**src/rtl/uart_rx.sv**
```systemverilog
// uart_rx: 8N1 serial receiver timed by an 8x baud tick, with overrun and framing flags.
// Optional build macro UART_RX_MAJORITY_EN: bit decisions become a 2-of-3 vote over the last three ticks.
module uart_rx (
  input  logic       clk,
  input  logic       rstb,
  input  logic       bclkx8,
  input  logic       rxd,
  input  logic       clrrdrf,
  output logic [7:0] rdr,
  output logic       rdrf,
  output logic       oe,
  output logic       fe
);

  typedef enum logic [1:0] {
    IDLE      = 2'd0,
    START_DET = 2'd1,
    RDATA     = 2'd2,
    STOP      = 2'd3
  } state_t;

  state_t     state;
  logic       rxs1;
  logic       rxs2;
  logic       bclkd;
  logic       tick;
  logic       bitval;
  logic       load;
  logic [2:0] ct1;
  logic [3:0] ct2;
  logic [7:0] rsr;

  always_ff @(posedge clk) begin
    if (rstb) begin
      rxs1  <= 1'b1;
      rxs2  <= 1'b1;
      bclkd <= 1'b0;
    end else begin
      rxs1  <= rxd;
      rxs2  <= rxs1;
      bclkd <= bclkx8;
    end
  end

  assign tick = bclkx8 & ~bclkd;

`ifdef UART_RX_MAJORITY_EN
  // hist[1] is the line at tick N-2 and hist[0] at tick N-1 when tick N arrives.
  logic [1:0] hist;

  always_ff @(posedge clk) begin
    if (rstb) begin
      hist <= 2'b11;
    end else if (tick) begin
      hist <= {hist[0], rxs2};
    end
  end

  assign bitval = (hist[1] & hist[0]) | (hist[1] & rxs2) | (hist[0] & rxs2);
`else
  assign bitval = rxs2;
`endif

  assign load = tick && (state == STOP) && (ct1 == 3'd7);

  always_ff @(posedge clk) begin
    if (rstb) begin
      state <= IDLE;
      ct1   <= 3'd0;
      ct2   <= 4'd0;
      rsr   <= 8'h00;
      rdr   <= 8'h00;
      rdrf  <= 1'b0;
      oe    <= 1'b0;
      fe    <= 1'b0;
    end else begin
      if (tick) begin
        case (state)
          IDLE: begin
            if (!rxs2) begin
              state <= START_DET;
              ct1   <= 3'd0;
              ct2   <= 4'd0;
            end
          end
          START_DET: begin
            ct1 <= ct1 + 3'd1;
            if (ct1 == 3'd3) begin
              ct1   <= 3'd0;
              ct2   <= 4'd0;
              state <= bitval ? IDLE : RDATA;
            end
          end
          RDATA: begin
            // ct1 wraps to zero on the 8th tick, so STOP is entered with a fresh tick count
            ct1 <= ct1 + 3'd1;
            if (ct1 == 3'd7) begin
              rsr <= {bitval, rsr[7:1]};
              ct2 <= ct2 + 4'd1;
              if (ct2 == 4'd7) begin
                state <= STOP;
              end
            end
          end
          STOP: begin
            ct1 <= ct1 + 3'd1;
            if (ct1 == 3'd7) begin
              state <= IDLE;
            end
          end
          default: state <= IDLE;
        endcase
      end

      // A host read in the load cycle frees the register, so the new frame lands and oe clears.
      if (load) begin
        if (!rdrf || clrrdrf) begin
          rdr  <= rsr;
          rdrf <= 1'b1;
          fe   <= ~bitval;
          if (clrrdrf) begin
            oe <= 1'b0;
          end
        end else begin
          oe <= 1'b1;
        end
      end else if (clrrdrf) begin
        rdrf <= 1'b0;
        oe   <= 1'b0;
      end
    end
  end

endmodule

```
**config.mk**
```make
export PLATFORM = sky130hd
export DESIGN_NAME = uart_rx
export DESIGN_NICKNAME = d
export VERILOG_FILES = /design/src/rtl/uart_rx.sv
export SDC_FILE = /design/constraint.sdc
export NUM_CORES = 1
export LEC_CHECK = 0
export BUFFER_PORTS_ARGS = -buffer_cell sky130_fd_sc_hd__buf_2
export CORE_ASPECT_RATIO = 1.75
export CORE_MARGIN = 2
export CORE_UTILIZATION = 50
export DETAILED_ROUTE_END_ITERATION = 16
export PLACE_DENSITY = 0.73
export SYNTH_ARGS = -nofsm -noshare
export SYNTH_HDL_FRONTEND = slang
export SYNTH_SLANG_ARGS = --single-unit
export TNS_END_PERCENT = 50
```
**constraint.sdc**
```tcl
create_clock -name clk -period 1.8 [get_ports clk]
set_clock_uncertainty 0.1 [all_clocks]
set_input_delay 0.09 -clock clk [delete_from_list [all_inputs] [get_ports clk]]
set_output_delay 0.09 -clock clk [all_outputs]
set_load 0.01 [all_outputs]
```
==> flow_summary.json <==
{
  "dp_hpwl_um": 1810,
  "drt_wl_total_um": 2572,
  "postRouteAntennaNets": 0,
  "design.core.area_mm2": 0.002522,
  "grt_max_degree": 34,
  "arrival_ps": 1830,
  "cts.sinks": 31,
  "grt_pass1_wl_um": 4416,
  "worstSetupPathType": "flop to flop",
  "seqPwrFrac_pct": 55.5,
  "globalRouteMet2Util_pct": 34.16,
  "syn_area_mm2": 0.001346,
  "fin_cells": 189,
  "clk_latency_ps": 280,
  "peakVddDrop_v": 0.0005886,
  "die_y_um": 72.65,
  "crit_chain": "ha_4, ha_4, nand2b_4, or2_0, or4b_1, a31oi_1",
  "synth_edf_count": 0,
  "hold_violations": 0,
  "fin_crit_sh_pct": 95.63,
  "power.share.clock_pct": 40.1,
  "first_global_vias": 1053,
  "rsz0062_at_grt": "no",
  "internal_power_mw": 0.9883,
  "p_sw_mw": 0.2727,
  "max_stage_delay_ps": 470,
  "io_buffers": 15,
  "start_kind": "flop",
  "grt_usage_pct": 18.87,
  "p_leak_nw": 0.6950,
  "viasPerCell": 5.534,
  "maxCapViolCount": 0,
  "vias": 1046,
  "syn_inst": 137,
  "status": "completed",
  "synthFlopType": "dfxtp_1",
  "final_nets": 173,
  "grtUsageMet1_pct": 18.47,
  "use_met3_pct": 6.931,
  "fmax_mhz": 581.0,
  "drc": 0,
  "power_mw": 1.261,
  "synthDistinctLibCells": 35,
  "gp_congestion": 0.8224,
  "drt_iter0_markers": 27,
  "cts-root-buf": "clkbuf_8",
  "power.density_mw_per_mm2": 783.7,
  "comb_power_share_pct": 4.3,
  "worst_path_most_repeated_cell": "ha_4",
  "drive_above_1_share_pct": 24.54,
  "grt_overflow": 0,
  "maxSlewHeadroom_pct": 63.09,
  "wl_per_cell_um": 13.61,
  "pre_cts_slack_ps": -61.92,
  "busiest_layer": "met2",
  "syn_nets": 148,
  "cp_slowest_cell": "or4b_1",
  "finalMaxSlewViolations": 0,
  "fin_crit_ps": 1721,
  "antenna_found_initial": 0,
  "cts_made_buffers": 5,
  "tightest_slew_ps": 553.7,
  "swShare_pct": 21.63,
  "h-tree-depth": 2,
  "cts_tree": "yes",
  "clk_path_buf_depth": 2,
  "clkTransAtPathRegs_ps": 60,
  "synth-seq-cells": 31,
  "setup_viol": 0,
  "worstPathMaxFanout": 4,
  "fin_ws_ps": 78.69,
  "avgSynthCellArea_um2": 9.827,
  "drt_pre_antenna_iters": 4,
  "hold_class": "input port to flop",
  "rows": 24,
  "dp.cells": 178,
  "dieWidth_um": 43.23,
  "async_reset_ff_share_pct": 0,
  "ys_warn_count": 0,
  "area_delta_synth_final_pct": 19.52,
  "io_pins": 16,
  "initial_core_util_pct": 53.37,
  "num_antenna_cells": 0,
  "crit_required_ps": 1910,
  "crit_path_end_kind": "flop",
  "yosysSeqAreaShare_pct": 46.10,
  "dieArea_mm2": 0.003140
}
state kept, by name (all words and copies together), names as in the netlist, named ones only:
| register | flops |
|---|---|
| state | 1 |
| fe | 1 |
| ct1 | 3 |
| rdr | 8 |
| rdrf | 1 |
| bclkd | 1 |
| bitval | 1 |
| ct2 | 4 |
| rsr | 8 |
| rxs1 | 1 |
| oe | 1 |
final cells by class:
| class | count | area (µm²) |
|---|---|---|
| Tap cell | 26 | 32.53 |
| Fill cell | 225 | 913.4 |
| Timing Repair Buffer | 25 | 157.7 |
| Multi-Input combinational cell | 94 | 695.7 |
| Clock buffer | 7 | 76.32 |
| Clock inverter | 1 | 5.005 |
| Inverter | 5 | 18.77 |
| Sequential cell | 31 | 623.1 |
per-stage QoR:
step / hold slack, ps / setup TNS, ps / cell area (µm²) / util (%)
after floorplan: 69.31 / 0 / 1359 / -
after global placement: 171.7 / 0 / 1483 / 58.78
after detailed placement: 177.4 / -61.92 / 1483 / 58.78
after CTS: 183.4 / 0 / 1607 / 63.69
after global routing: 201.6 / 0 / 1609 / 63.79
final: 184.2 / 0 / 1609 / 63.79
path summary, 6_finish.rpt:
kind / depth (start not counted) / from / endpoint / slack, ps
worst max-delay path: 6 / ct1[0] / ct2[3] / 80
worst max register to register: 6 / ct1[0] / ct2[3] / 80
worst min-delay path: 2 / rstb / rdr[7] / 180
worst min register to register: 1 / rxs1 / bitval / 310
what timing repair did:
action	4_1_cts	5_1_grt
setup buffers	0	0
endpoints found under the setup margin	1	3
hold buffers	3	0
hold endpoints to repair	3	0
pin swaps	0	1
resized for setup	2	2
synthesized netlist by cell type, drive strengths merged (2+ instances only):
cell type,n,area share [%]
nand2b,3,2.0
nor2b,4,1.9
or2,3,1.4
nand3b,2,1.1
a311oi,2,1.3
clkbuf,3,0.84
o21ai,3,1.7
ha,6,5.6
buf,4,1.9
nor2,22,6.1
dfxtp,31,46
a21oi,6,2.2
nand2,4,1.1
a211oi,3,1.7
inv,5,1.4
nand3,5,2.2
mux2i,18,13
critical path, delay by kind of cell (launching register included):
family                   cells  cell delay (ps)
AND/OR/NAND/NOR              3              750
flip-flops                   1              360
adder cells (fa/ha/maj)      2              310
AO/OA/AOI/OAI                1              130
cell usage in the layout (no fill, tap or decap):
master,instances
buf_2,15
dfxtp_1,29
nand3b_1,2
a21oi_1,6
o21ba_2,1
a32oi_1,1
ha_4,2
nand2_1,4
nor2b_1,4
dfxtp_2,2
or2_0,1
nand3_1,4
buf_4,7
mux2i_1,18
nor3_1,1
a211oi_1,3
o21a_1,1
nand4_1,1
a311oi_1,2
or4b_1,1
clkinv_2,1
nand3_2,1
dlygate4sd3_1,3
inv_1,5
and4_1,1
o21ai_2,2
nand2b_1,2
nand4b_1,1
nor2_1,22
clkbuf_8,5
a31oi_1,1
ha_1,4
mux2_1,1
and3_2,1
clkbuf_1,2
or2_2,2
nand2b_4,1
or2b_1,1
o21ai_1,1
and4bb_1,1
power by group through the flow:
stage               logic (mW)  clock network, mW  registers [mW]
finish                  0.0546              0.506           0.700
global route            0.0594              0.548           0.701
CTS                     0.0540              0.520           0.700
detailed placement      0.0481                  0           0.715
global placement        0.0473                  0           0.714
floorplan               0.0351                  0           0.711
routing by layer:
layer | up-vias | part of all wire (%)
met5 | - | 0
met4 | 0 | 2.1
met3 | 5 | 4.1
met2 | 20 | 55
met1 | 498 | 38
li1 | 523 | -
logic make-up after synthesis:
family,count (synthesis),synth area share [%]
AOI/OAI and AO/OA,18,9.294
muxes,19,14.22
buffers and inverters,12,4.089
and+or+nand+nor,51,20.72
adders and majority gates,6,5.576
DFF,31,46.10
No activity file was read; power rests on OpenSTA's default activity.
